**src/rtl/ram_access_pkg.sv**
```systemverilog
// Shared types and constants for the RAM access controller: transfer size codes,
// controller states and the byte-lane mask helper.
package ram_access_pkg;

  localparam int DATA_W = 32;

  typedef enum logic [1:0] {
    SZ_BYTE = 2'b00,
    SZ_HALF = 2'b01,
    SZ_WORD = 2'b10,
    SZ_ILL  = 2'b11
  } size_e;

  typedef enum logic [2:0] {
    ST_INIT   = 3'd0,
    ST_IDLE   = 3'd1,
    ST_ACCESS = 3'd2,
    ST_MERGE  = 3'd3,
    ST_RESP   = 3'd4
  } state_e;

  // Byte lanes touched by an access of the given size at the given word offset.
  function automatic logic [3:0] lane_mask(input logic [1:0] addr_lo, input logic [1:0] size);
    logic [3:0] m;
    case (size)
      SZ_BYTE: m = 4'b0001 << addr_lo;
      SZ_HALF: m = addr_lo[1] ? 4'b1100 : 4'b0011;
      default: m = 4'b1111;
    endcase
    return m;
  endfunction

endpackage

```
**src/rtl/ram_lane_unit.sv**
```systemverilog
// Combinational lane logic: picks and extends the addressed lane for loads and
// splices store data into the old word for sub-word stores.
module ram_lane_unit
  import ram_access_pkg::*;
(
  input  logic [1:0]        addr_lo,
  input  logic [1:0]        size,
  input  logic              is_unsigned,
  input  logic [DATA_W-1:0] rd_word,
  input  logic [DATA_W-1:0] old_word,
  input  logic [DATA_W-1:0] wdata,
  output logic [DATA_W-1:0] load_data,
  output logic [DATA_W-1:0] merge_data
);

  logic [7:0]        rd_lane [4];
  logic [7:0]        ld_byte;
  logic [15:0]       ld_half;
  logic [DATA_W-1:0] wr_lanes;
  logic [3:0]        mask;

  assign mask = lane_mask(addr_lo, size);

  genvar gi;
  generate
    for (gi = 0; gi < 4; gi++) begin : g_lane
      assign rd_lane[gi]            = rd_word[8*gi +: 8];
      assign merge_data[8*gi +: 8]  = mask[gi] ? wr_lanes[8*gi +: 8] : old_word[8*gi +: 8];
    end
  endgenerate

  assign ld_byte = rd_lane[addr_lo];
  assign ld_half = addr_lo[1] ? rd_word[31:16] : rd_word[15:0];

  // Store data is right-justified; replicate it so every candidate lane sees it.
  always_comb begin
    case (size)
      SZ_BYTE: wr_lanes = {4{wdata[7:0]}};
      SZ_HALF: wr_lanes = {2{wdata[15:0]}};
      default: wr_lanes = wdata;
    endcase
  end

  always_comb begin
    case (size)
      SZ_BYTE: load_data = is_unsigned ? {24'b0, ld_byte} : {{24{ld_byte[7]}}, ld_byte};
      SZ_HALF: load_data = is_unsigned ? {16'b0, ld_half} : {{16{ld_half[15]}}, ld_half};
      default: load_data = rd_word;
    endcase
  end

endmodule

```
**src/rtl/ram_access_ctrl.sv**
```systemverilog
// CPU load/store front end for a single-port word RAM: access checking,
// read-modify-write for sub-word stores, load extension and post-reset zero-fill.
module ram_access_ctrl
  import ram_access_pkg::*;
#(
  parameter int ADDR_W     = 6,
  parameter bit INIT_CLEAR = 1'b1
) (
  input  logic              clka,
  input  logic              rsta_n,
  input  logic              req_valid,
  output logic              req_ready,
  input  logic              req_we,
  input  logic [1:0]        req_size,
  input  logic              req_unsigned,
  input  logic [31:0]       req_addr,
  input  logic [31:0]       req_wdata,
  output logic              rsp_valid,
  input  logic              rsp_ready,
  output logic [31:0]       rsp_rdata,
  output logic              rsp_err,
  output logic              init_busy,
  output logic [ADDR_W-1:0] ram_addra,
  output logic [31:0]       ram_dina,
  output logic              ram_wea,
  output logic              ram_rsta,
  input  logic [31:0]       ram_douta
);

  localparam logic [ADDR_W-1:0] LAST_WORD   = '1;
  localparam state_e            RESET_STATE = (INIT_CLEAR != 1'b0) ? ST_INIT : ST_IDLE;

  state_e            state_reg, state_next;
  logic [ADDR_W-1:0] cnt_reg;
  logic              we_reg;
  logic [1:0]        size_reg;
  logic              uns_reg;
  logic [31:0]       addr_reg;
  logic [31:0]       wdata_reg;
  logic [31:0]       old_reg;
  logic [31:0]       rdata_reg;
  logic              err_reg;

  logic              access_err;
  logic              word_store;
  logic [ADDR_W-1:0] word_addr;
  logic [31:0]       load_data;
  logic [31:0]       merge_data;
  logic              wea_comb;

  ram_lane_unit u_lane (
    .addr_lo     (addr_reg[1:0]),
    .size        (size_reg),
    .is_unsigned (uns_reg),
    .rd_word     (ram_douta),
    .old_word    (old_reg),
    .wdata       (wdata_reg),
    .load_data   (load_data),
    .merge_data  (merge_data)
  );

  assign word_addr  = addr_reg[ADDR_W+1:2];
  assign word_store = we_reg && (size_reg == SZ_WORD);

  // Size, alignment and range are all judged on the latched request.
  always_comb begin
    access_err = 1'b0;
    if (size_reg == SZ_ILL)
      access_err = 1'b1;
    else if ((size_reg == SZ_HALF) && addr_reg[0])
      access_err = 1'b1;
    else if ((size_reg == SZ_WORD) && (addr_reg[1:0] != 2'b00))
      access_err = 1'b1;
    else if ((addr_reg >> (ADDR_W + 2)) != 32'd0)
      access_err = 1'b1;
  end

  always_comb begin
    state_next = state_reg;
    case (state_reg)
      ST_INIT:   if (cnt_reg == LAST_WORD) state_next = ST_IDLE;
      ST_IDLE:   if (req_valid) state_next = ST_ACCESS;
      ST_ACCESS: begin
        if (access_err)
          state_next = ST_RESP;
        else if (we_reg && !word_store)
          state_next = ST_MERGE;
        else
          state_next = ST_RESP;
      end
      ST_MERGE:  state_next = ST_RESP;
      ST_RESP:   if (rsp_ready) state_next = ST_IDLE;
      default:   state_next = RESET_STATE;
    endcase
  end

  always_ff @(posedge clka or negedge rsta_n) begin
    if (!rsta_n) begin
      state_reg <= RESET_STATE;
      cnt_reg   <= '0;
      we_reg    <= 1'b0;
      size_reg  <= 2'b00;
      uns_reg   <= 1'b0;
      addr_reg  <= '0;
      wdata_reg <= '0;
      old_reg   <= '0;
      rdata_reg <= '0;
      err_reg   <= 1'b0;
    end else begin
      state_reg <= state_next;
      if (state_reg == ST_INIT)
        cnt_reg <= cnt_reg + 1'b1;
      if ((state_reg == ST_IDLE) && req_valid) begin
        we_reg    <= req_we;
        size_reg  <= req_size;
        uns_reg   <= req_unsigned;
        addr_reg  <= req_addr;
        wdata_reg <= req_wdata;
      end
      if (state_reg == ST_ACCESS) begin
        err_reg   <= access_err;
        rdata_reg <= (!access_err && !we_reg) ? load_data : 32'd0;
        old_reg   <= ram_douta;
      end
    end
  end

  // RAM port is driven straight from state so a load sees ram_douta in ACCESS.
  always_comb begin
    wea_comb  = 1'b0;
    ram_addra = '0;
    ram_dina  = '0;
    case (state_reg)
      ST_INIT: begin
        wea_comb  = 1'b1;
        ram_addra = cnt_reg;
      end
      ST_ACCESS: begin
        ram_addra = word_addr;
        if (word_store && !access_err) begin
          wea_comb = 1'b1;
          ram_dina = wdata_reg;
        end
      end
      ST_MERGE: begin
        wea_comb  = 1'b1;
        ram_addra = word_addr;
        ram_dina  = merge_data;
      end
      default: ;
    endcase
  end

  // Gating with reset keeps the RAM untouched and the handshake closed while held.
  assign ram_wea   = wea_comb && rsta_n;
  assign req_ready = (state_reg == ST_IDLE) && rsta_n;
  assign rsp_valid = (state_reg == ST_RESP);
  assign init_busy = (state_reg == ST_INIT);
  assign rsp_rdata = rdata_reg;
  assign rsp_err   = err_reg;
  assign ram_rsta  = 1'b0;

endmodule

```
**config.mk**
```make
export PLATFORM = sky130hd
export DESIGN_NAME = ram_access_ctrl
export DESIGN_NICKNAME = d
export VERILOG_FILES = /design/src/rtl/ram_access_pkg.sv /design/src/rtl/ram_lane_unit.sv /design/src/rtl/ram_access_ctrl.sv
export SDC_FILE = /design/constraint.sdc
export NUM_CORES = 1
export LEC_CHECK = 0
export ABC_CLOCK_PERIOD_IN_PS = 2400
export BUFFER_PORTS_ARGS = -buffer_cell sky130_fd_sc_hd__buf_2
export CORE_ASPECT_RATIO = 1.4
export CORE_MARGIN = 1
export CORE_UTILIZATION = 52
export CTS_CLUSTER_SIZE = 8
export DETAILED_ROUTE_END_ITERATION = 10
export PLACE_DENSITY_LB_ADDON = 0.15
export SYNTH_ARGS = -nofsm -noshare
export SYNTH_HDL_FRONTEND = slang
export SYNTH_SLANG_ARGS = --single-unit
export TNS_END_PERCENT = 30
```
**constraint.sdc**
```tcl
create_clock -name clka -period 2.4 [get_ports clka]
set_clock_uncertainty 0.1 [all_clocks]
set_input_delay 0 -clock clka [delete_from_list [all_inputs] [get_ports clka]]
set_output_delay 0 -clock clka [all_outputs]
set_load 0.005 [all_outputs]
```
## Word level (Yosys, flattened, before mapping)

Index checks and enable logic that the tools add are counted.

| operators by class | value |
|---|---|
| add/subtract/negate cells | 1 |
| $lt $le $gt $ge | 1 |
| equality and inequality tests | 11 |
| shift operators | 1 |
| multiplexer cells | 30 |
| bitwise gates (word level) | 1 |
| reductions and logical operators | 19 |

Operator list:

| kind | number |
|---|---|
| case mux 32 bit (2 select lines) | 3 |
| 2-to-1 mux 32 bit | 4 |
| 2-to-1 mux 8 bit | 6 |
| nonzero test 32 bit | 1 |
| binary-select mux 8 bit (select 2 bit) | 1 |
| 2-to-1 mux 16 bit | 1 |
| 2-to-1 mux 3 bit | 5 |
| case mux 3 bit (5 select lines) | 1 |
| case mux 6 bit (2 select lines) | 1 |
| logical AND 1 bit | 9 |
| case mux 4 bit (2 select lines) | 1 |
| adder 6 x 1 -> 6 bit, second input constant | 1 |
| == test 3 x 2 -> 1 bit, second input constant | 2 |
| == test 6 bit, second input constant | 1 |
| 2-to-1 mux 1 bit | 5 |
| == test 2 bit, second input constant | 2 |
| 2-to-1 mux 4 bit | 1 |
| inequality test 2 x 1 -> 1 bit, second input constant | 2 |
| OR reduction 2 bit | 2 |
| << shifter 1 x 2 -> 4 bit, first input constant | 1 |
| == test 3 x 1 -> 1 bit, second input constant | 1 |
| == test 3 bit, second input constant | 1 |
| greater-or-equal comparator 3 bit, second input constant | 1 |
| zero test 1 bit | 3 |
| other kinds (8) | 8 |

| word-level totals | value |
|---|---|
| register bits after elaboration | 142 |
| bits of input ports | 104 |
| output and inout bits | 76 |
| word-level logic and storage cells | 74 |

## Depth between registers and ports, before layout

Gate-level depths: netlist of the first run.

| depth | value |
|---|---|
| word-level depth | 10 |
| mapped depth | 8 |
| gate-level depth less buffers | 5 |

## Modules after synthesis

A second synthesis of the first run with hierarchy kept.

| unflattened totals | value |
|---|---|
| cell total of the unflattened synthesis | 636 |
| area, all modules | 7638.6 µm² |

By module, submodules not included:

| module | instances | cells an instance | area each (µm²) | sequential area each (µm²) |
|---|---|---|---|---|
| ram_access_ctrl | 1 | 439 | 6080.8 | 3553.4 |
| ram_lane_unit | 1 | 197 | 1557.7 | 0.0 |

## Worst setup path after synthesis of the first run

No wires, ideal clock.

| path | value |
|---|---|
| path kind | reg-to-reg |
| start point | register state_reg[2] |
| end point | register addr_reg[0] |
| library setup time | 0.125 ns |
| arrival time | 1.612 ns |
| required time | 2.175 ns |
| setup slack | 0.563 ns |
| stages on the path, launching flop included | 6 |
| buffers on the path | 2 |
| clock period less this slack | 1.837 ns |
| path through | dfrtp_1 > clkbuf_1 > nand2b_1 > nor3b_2 > buf_2 > mux2_2 |

| between the ends | value |
|---|---|
| longest elaborated chain between the ends | 2 |

Ends and longest elaborated chain:

| element | line | source |
|---|---|---|
| start: declaration | ram_access_ctrl.sv:33 | `state_e state_reg, state_next;` |
| start signal: assignment | ram_access_ctrl.sv:110 | `state_reg <= state_next;` |
| == test 3 x 1 -> 1 bit | ram_access_ctrl.sv:113 | `if ((state_reg == ST_IDLE) && req_valid) begin` |
| logical AND 1 bit | ram_access_ctrl.sv:113 |  |
| end signal: assignment | ram_access_ctrl.sv:117 | `addr_reg <= req_addr;` |
| end: declaration | ram_access_ctrl.sv:38 | `logic [31:0] addr_reg;` |

No other way between the ends.
A chain may end at the register's enable or synchronous reset.

## Worst setup path after layout of the first run

| path | value |
|---|---|
| start point | register state_reg[0] |
| end point | output port ram_dina[15] |

| between the ends | value |
|---|---|
| longest elaborated chain between the ends | 2 |
| elaborated cells on any way between the ends | 3 |
| classes of those cells | eq/ne: 2; mux: 1 |

Ends and longest elaborated chain:

| element | line | source |
|---|---|---|
| == test 3 x 2 -> 1 bit | ram_access_ctrl.sv:133 | `case (state_reg)` |
| case mux 32 bit (2 select lines) * | ram_access_ctrl.sv:133 |  |
| end: declaration | ram_access_ctrl.sv:24 | `output logic [31:0] ram_dina,` |

Every way passes the cells marked *; elsewhere a longest branch is shown, timed or not.

==> run metrics, run 1 <==
Area Overhead vs Synth 38.1%; top-area cell type share of the netlist area between 40% and 50%; CP max stage delay approximately 0.5 ns; first-pass GRT wire length approximately 35,000 um; Synth Instances roughly 730; antenna viol nets, final 0; syn avg cell area 9.96 um^2; syn nets 837; Pre-antenna DRT Iters 5; Via density 5.85; initial cell density of the core roughly 54%; CTS tree yes; crit-path cells nor3b_4, and3_1, and3_1, buf_6, o2bb2ai_1, buf_2; WL/cell 18.6 um; Post-Syn Area between 7000 and 8000 um^2; largest net degree at the start of global routing 60; Die Area roughly 15,000 um^2; detailed-route DRC error count 0; number of global-route vias before repair around 6,700; Worst Path Buf+Inv 2; CP startpoint kind flop; GRT Total Usage a little under a third; Clk Latency, worst-skew pair about 0.42 ns; Port Buffer Count 178; final worst path period share a little over nine tenths; Crit Path Class flop to output port; 1st-iter DRT viols approximately 650; Top-Level Pins between 150 and 200; final net count around 1,100; clock-pin transition on the worst setup and hold timing paths approximately 0.060 ns; Slew @ Worst Pin 0.675 ns; Synth Flop Type dfrtp_1; vias 7,029; distinct cell type count after synthesis 59; Placed Area 8310 um^2; Yosys reg bits approximately 140; CTS root buf clkbuf_16; most area-consuming cells after synthesis dfrtp_1, nand2_1, mux2_2, o21ai_0, mux4_2; Final min period ~2.3 ns; post-route cell area a little over 10,000 um^2; drt total wl about 22,000 um; status completed; CP Capture Type output port; Max Cap Viol 0; final setup fails 0; Worst R2R End rsp_rdata[18]; Die X around 100 um; maximum root-to-sink buffer count 2; Arrival @ worst endpoint about 2.2 ns; Worst VDD drop 0.000713 V; Die Y about 140 um; cell taking the most area after synthesis dfrtp_1; Max Clk Rate 0.429 GHz; Crit path required time approximately 2.3 ns; sequential area share after synthesis between 40% and 50%; gr ovfl total 0; number of synthesized flops with an enable pin 0; Pleak around 4.7 nW; final core utilization roughly three quarters; CTS Buf Count 17; H-tree Lvls 4; r2r startpoint addr_reg[17]; Rows 50; cell mode on critical path and3_1; reg-to-reg slack, setup around 0.30 ns; ys async rst share between 90% and 100%; Synth warnings 0; Max Slew Vio Count 0; Worst Hold Class input port to async pin; synth cell count leaders nand2_1, dfrtp_1, o21ai_0; crit-path max FO 17; initial antenna violation count 0; count leader, synth nand2_1; HPWL Detailed approximately 15,000 um; Power Dens Cells approximately 1200 nW/um^2; Hold Vio Cnt, Final 0; core area 13,500 um^2; Critical-path top delay cell dfrtp_2; gpl congestion slightly below 0.9; CTS sink cnt around 140; R2R depth 6; Rel. slew slack between 50% and 60%; fraction of layout cells with a size suffix above 1 between 30 and 40%; critical path's top delay family simple AND/OR/NAND/NOR gates
-- worst register-to-register path, delay by kind of cell, from the launching register on --
kind / cells / cell delay (ns)
flops: 1 / 0.40
buf+inv: 2 / 0.41
compound gates: 2 / 0.62
simple gates: 2 / 0.49
-- metal layers --
layer,share of wire [%],up-vias,wire (um),global-route usage [%]
met5,0,-,0,0
met1,41,3443,9090,41.6
li1,-,3162,-,-
met2,50,365,11200,51.6
met4,3.0,0,662,12.8
met3,6.3,59,1420,4.96
-- repair_timing --
| item | in CTS | in global routing |
|---|---|---|
| resized for setup | 8 | 14 |
| buffers inserted | 5 | 6 |
| hold endpoints to repair | 203 | 0 |
| setup endpoints to repair | 31 | 31 |
| pin swaps | 2 | 1 |
| hold buffers | 103 | 0 |
-- cells in the final DEF, fill, tap and decap left out, drive strengths merged, types with 6 or more instances in the layout --
master,netlist,final
o22ai,13,13
mux4,7,7
mux2i,15,15
and3b,8,8
a221oi,9,9
o31ai,16,16
o221ai,10,10
o221a,8,8
nor3,13,13
nand2,170,170
a31oi,9,9
o21ai,61,61
nand2b,7,7
mux2,50,50
o22a,8,8
a22o,7,7
nor4,6,6
dfrtp,142,142
dlygate4sd3,0,103
a21oi,8,8
o2bb2ai,9,9
clkbuf,33,21
a221o,8,8
inv,21,25
nor2b,20,20
buf,28,211
-- final cells by class --
type                            count  area (um^2)
Fill cell                         947         3450
Tap cell                          182          228
Sequential cell                   142         3560
Antenna cell                        1         2.50
Clock inverter                     12          133
Multi-Input combinational cell    508         3430
Inverter                           21         78.8
Timing Repair Buffer              315         2190
Clock buffer                       20          447
-- worst max path at each step --
stage	from	endpoint	slack (ns)	depth (start not counted)
finish	state_reg[0]	ram_dina[15]	0.07	6
global route	addr_reg[17]	ram_dina[15]	-0.03	6
CTS	addr_reg[12]	ram_dina[15]	0.002	6
detailed placement	state_reg[0]	ram_dina[1]	0.20	4
global placement	state_reg[0]	ram_dina[6]	0.30	4
floorplan	state_reg[2]	addr_reg[0]	0.56	5
-- where the power goes --
group,switching [mW],total (mW),internal (mW)
clock network,1.06,2.62,1.56
registers,0.958,4.55,3.59
logic,2.61,4.96,2.35
total,4.63,12.1,7.51
-- cells by family (layout without fill, tap and decap cells) --
| group | after synthesis | after routing | synth area share (%) |
|---|---|---|---|
| and+or+nand+nor | 252 | 252 | 16.2 |
| AOI/OAI and AO/OA | 177 | 177 | 17.2 |
| DFF | 142 | 142 | 48.8 |
| buffers and inverters | 82 | 368 | 5.03 |
| muxes | 72 | 72 | 11.9 |
| xor gates and xnor gates | 5 | 5 | 0.601 |
| adders and majority gates | 1 | 1 | 0.172 |
| other | 1 | 2 | 0.0515 |
-- stage by stage --
| step | hold WS [ns] | TNS (ns) | cells | total power [mW] | setup WS [ns] |
|---|---|---|---|---|---|
| after floorplan | -0.396 | 0 | 732 | 7.57 | 0.563 |
| after global placement | -0.0978 | 0 | 1054 | 8.97 | 0.296 |
| after detailed placement | -0.0954 | 0 | 1054 | 9.15 | 0.198 |
| after CTS | 0.0310 | 0 | 1194 | 12.0 | 0.00176 |
| after global routing | 0.0593 | -0.0928 | 1200 | 12.9 | -0.0324 |
| final | 0.0171 | 0 | 1201 | 12.1 | 0.0707 |
No activity file was read; power rests on OpenSTA's default activity.
==> run 2, diff against run 1 <==
--- a/config.mk
+++ b/config.mk
@@ -15,5 +15,6 @@
 export PLACE_DENSITY_LB_ADDON = 0.15
 export SYNTH_ARGS = -nofsm -noshare
 export SYNTH_HDL_FRONTEND = slang
+export SYNTH_HIERARCHICAL = 1
 export SYNTH_SLANG_ARGS = --single-unit
 export TNS_END_PERCENT = 30
==> run metrics, run 2 <==
Synth Flop Type dfrtp_1 (unchanged); vias 6,583 (was 7,029); Placed Area 8790 um^2 (was 8310 um^2); GRT Total Usage 31.9% (was 31.5%); Diodes inserted 0 (was 1); Place WS 0.244 ns (was 0.198 ns); CTS root buf clkbuf_16 (unchanged); setup ws final -0.0165 ns (was 0.0707 ns); CP Capture Type output port (unchanged); final setup fails 11 (was 0); clock-pin transition on the worst setup and hold timing paths 0.06 ns (about the same); initial antenna violation count 0 (unchanged); distinct cell type count after synthesis 53 (was 59); reg-to-reg slack, setup 0.06 ns (was 0.30 ns); sequential area share after synthesis 46.5% (was 48.8%); top-area cell type share of the netlist area 46.5% (was 48.8%); Die Area 15,200 um^2 (was 14,500 um^2); Max Cap Viol 0 (unchanged); Final min period 2.42 ns (was 2.33 ns); commonest non-fill, non-tap cells in the layout buf_2, mux2_2, dfrtp_1 (was buf_2, nand2_1, dfrtp_1); ys async rst share 100% (unchanged); Clk Latency, worst-skew pair 0.41 ns (was 0.42 ns); Reg area 3560 um^2 (unchanged); Hold Slack 0.0759 ns (was 0.0171 ns); count leader, synth mux2_2 (was nand2_1); RSZ-0062 raised after global routing yes; HPWL Detailed 15,200 um (was 15,000 um); final worst path period share 101% (was 97.1%); setup TNS -0.0491 ns (was 0 ns); drt total wl 24,000 um (was 22,300 um); Arrival @ worst endpoint 2.32 ns (was 2.23 ns); core area 14,400 um^2 (was 13,500 um^2); Yosys reg bits 142 (unchanged); Synth Instances 636 (was 732); Top-Level Pins 180 (unchanged); syn avg cell area 12.0 um^2 (was 9.96 um^2); syn nets 741 (was 837); Worst VDD drop 0.000745 V (was 0.000713 V); most area-consuming cells after synthesis dfrtp_1, mux2_2, a22o_1, a31o_2, and2_1 (was dfrtp_1, nand2_1, mux2_2, o21ai_0, mux4_2); Worst R2R End state_reg[1] (was rsp_rdata[18]); detailed-route DRC error count 0 (unchanged); Die X 104 um (was 102 um); crit-path max FO 8 (was 17); final net count 1,026 (was 1,110); Port Buffer Count 178 (unchanged); R2R depth 8 (was 6); synth cell count leaders mux2_2, dfrtp_1, and2_1 (was nand2_1, dfrtp_1, o21ai_0); initial cell density of the core 53.1% (was 53.9%); CTS Buf Count 17 (unchanged); antenna viol nets, final 0 (unchanged); Die Y 145 um (was 142 um); WL/cell 21.4 um (was 18.6 um); post-route cell area 10,700 um^2 (was 10,100 um^2); Power Dens Cells 998 nW/um^2 (was 1210 nW/um^2); number of global-route vias before repair 6,853 (was 6,745); Slew @ Worst Pin 0.859 ns (was 0.675 ns); commonest non-fill, non-tap cell in the layout buf_2 (unchanged); cell taking the most area after synthesis dfrtp_1 (unchanged); CTS tree yes (unchanged); CTS sink cnt 142 (unchanged); Synth warnings 6 (was 0); Crit Path Class flop to output port (unchanged); Area Overhead vs Synth 39.9% (was 38.1%); failing checks setup timing; Pre-antenna DRT Iters 5 (unchanged); Hold Vio Cnt, Final 0 (unchanged); gpl congestion 0.858 (was 0.894); largest net degree at the start of global routing 70 (was 60); filler instances 977 (was 947); r2r startpoint size_reg[0] (was addr_reg[17]); Pleak 5.22 nW (was 4.72 nW); Rows 52 (was 50); number of synthesized flops with an enable pin 0 (unchanged); Crit path required time 2.30 ns (about the same); Max Clk Rate 0.414 GHz (was 0.429 GHz); fraction of layout cells with a size suffix above 1 48.7% (was 32.6%); status complete, but fails checks (was completed); Post-Syn Area 7640 um^2 (was 7290 um^2); multi-input gate area in the final layout 3830 um^2 (was 3430 um^2); gr ovfl total 0 (unchanged); maximum root-to-sink buffer count 2 (unchanged); first-pass GRT wire length 37,100 um (was 34,700 um); Worst Hold Class input port to async pin (unchanged); 1st-iter DRT viols 508 (was 653); Via density 5.87 (was 5.85); CP startpoint kind flop (unchanged); Rel. slew slack 42.3% (was 55.0%); final core utilization 74.3% (was 74.5%); H-tree Lvls 4 (unchanged); Max Slew Vio Count 0 (unchanged)
## run 2: cell count changes after synthesis, sizes merged, moves of 14 or more
cell / change
a31o: +31
o31ai: -16
inv: -15
o21ai: -49
mux2: +101
nor2: +15
clkbuf: -16
a22o: +26
nand2: -150
a22oi: +14
and2: +36
## run 2: per-layer routing
| metal | wire length, um | vias to the layer above | part of all wire, % | global-route usage (%) |
|---|---|---|---|---|
| li1 | - | 2944 | - | - |
| met2 | 12700 | 296 | 53 | 55.3 |
| met1 | 8970 | 3274 | 37 | 37.0 |
| met5 | 0 | - | 0 | 0 |
| met3 | 1360 | 69 | 5.6 | 6.67 |
| met4 | 1050 | 0 | 4.4 | 16.5 |
## run 2: how the worst max path moves through the flow
stage / startpoint / end / slack [ns] / depth (start not counted)
floorplan: state_reg[2] / wdata_reg[14] / 0.51 / 6
global placement: size_reg[0] / state_reg[2] / 0.22 / 6
detailed placement: size_reg[0] / state_reg[1] / 0.24 / 6
CTS: addr_reg[10] / ram_dina[10] / -0.05 / 7
global route: addr_reg[31] / ram_dina[30] / -0.10 / 7
finish: addr_reg[31] / ram_dina[15] / -0.02 / 7
## run 2: final cells by class
cell class	count	share of cell area [%]
timing repair buffer	320	22.4
inverter	6	0.211
clock inverter	13	2.00
sequential	142	33.3
multi-input combinational	434	35.9
tap	189	2.21
clock buffer	18	4.02
## run 2: timing repair
item,in CTS,in global routing
endpoints found under the setup margin,33,33
cloned,1,3
resized for setup,8,8
pin swaps,12,8
hold buffers,104,0
buffers inserted,3,4
hold endpoints to repair,273,0
## run 2: report_power, final
part | switching [mW] | internal [mW]
Sequential | 0.708 | 3.05
Combinational | 1.82 | 2.18
Clock | 1.06 | 1.85
Total | 3.58 | 7.07
## run 2: worst max-delay path: stages (launching register included)
cell	delay [ns]
dfrtp_1	0.42
nor4_4	0.34
nand4_2	0.19
nor4_4	0.33
buf_4	0.20
clkbuf_16	0.16
a22o_1	0.14
buf_2	0.12
## run 2: per-stage QoR
stage	std cells	total power, mW
global placement	976	7.21
floorplan	636	6.27
detailed placement	976	7.36
global route	1122	11.1
CTS	1115	10.5
finish	1122	10.7
## run 2: logic make-up (layout without fill, tap and decap cells)
kind of cell / Yosys count / count (layout) / synth area share, %
multiplexers: 167 / 167 / 24.6
flip-flops: 142 / 142 / 46.5
AO/OA/AOI/OAI: 137 / 137 / 14.4
AND/OR/NAND/NOR: 123 / 123 / 9.66
buffers and inverters: 60 / 357 / 4.10
XOR/XNOR: 5 / 5 / 0.573
adder cells (fa/ha/maj): 1 / 1 / 0.164
other: 1 / 1 / 0.0491
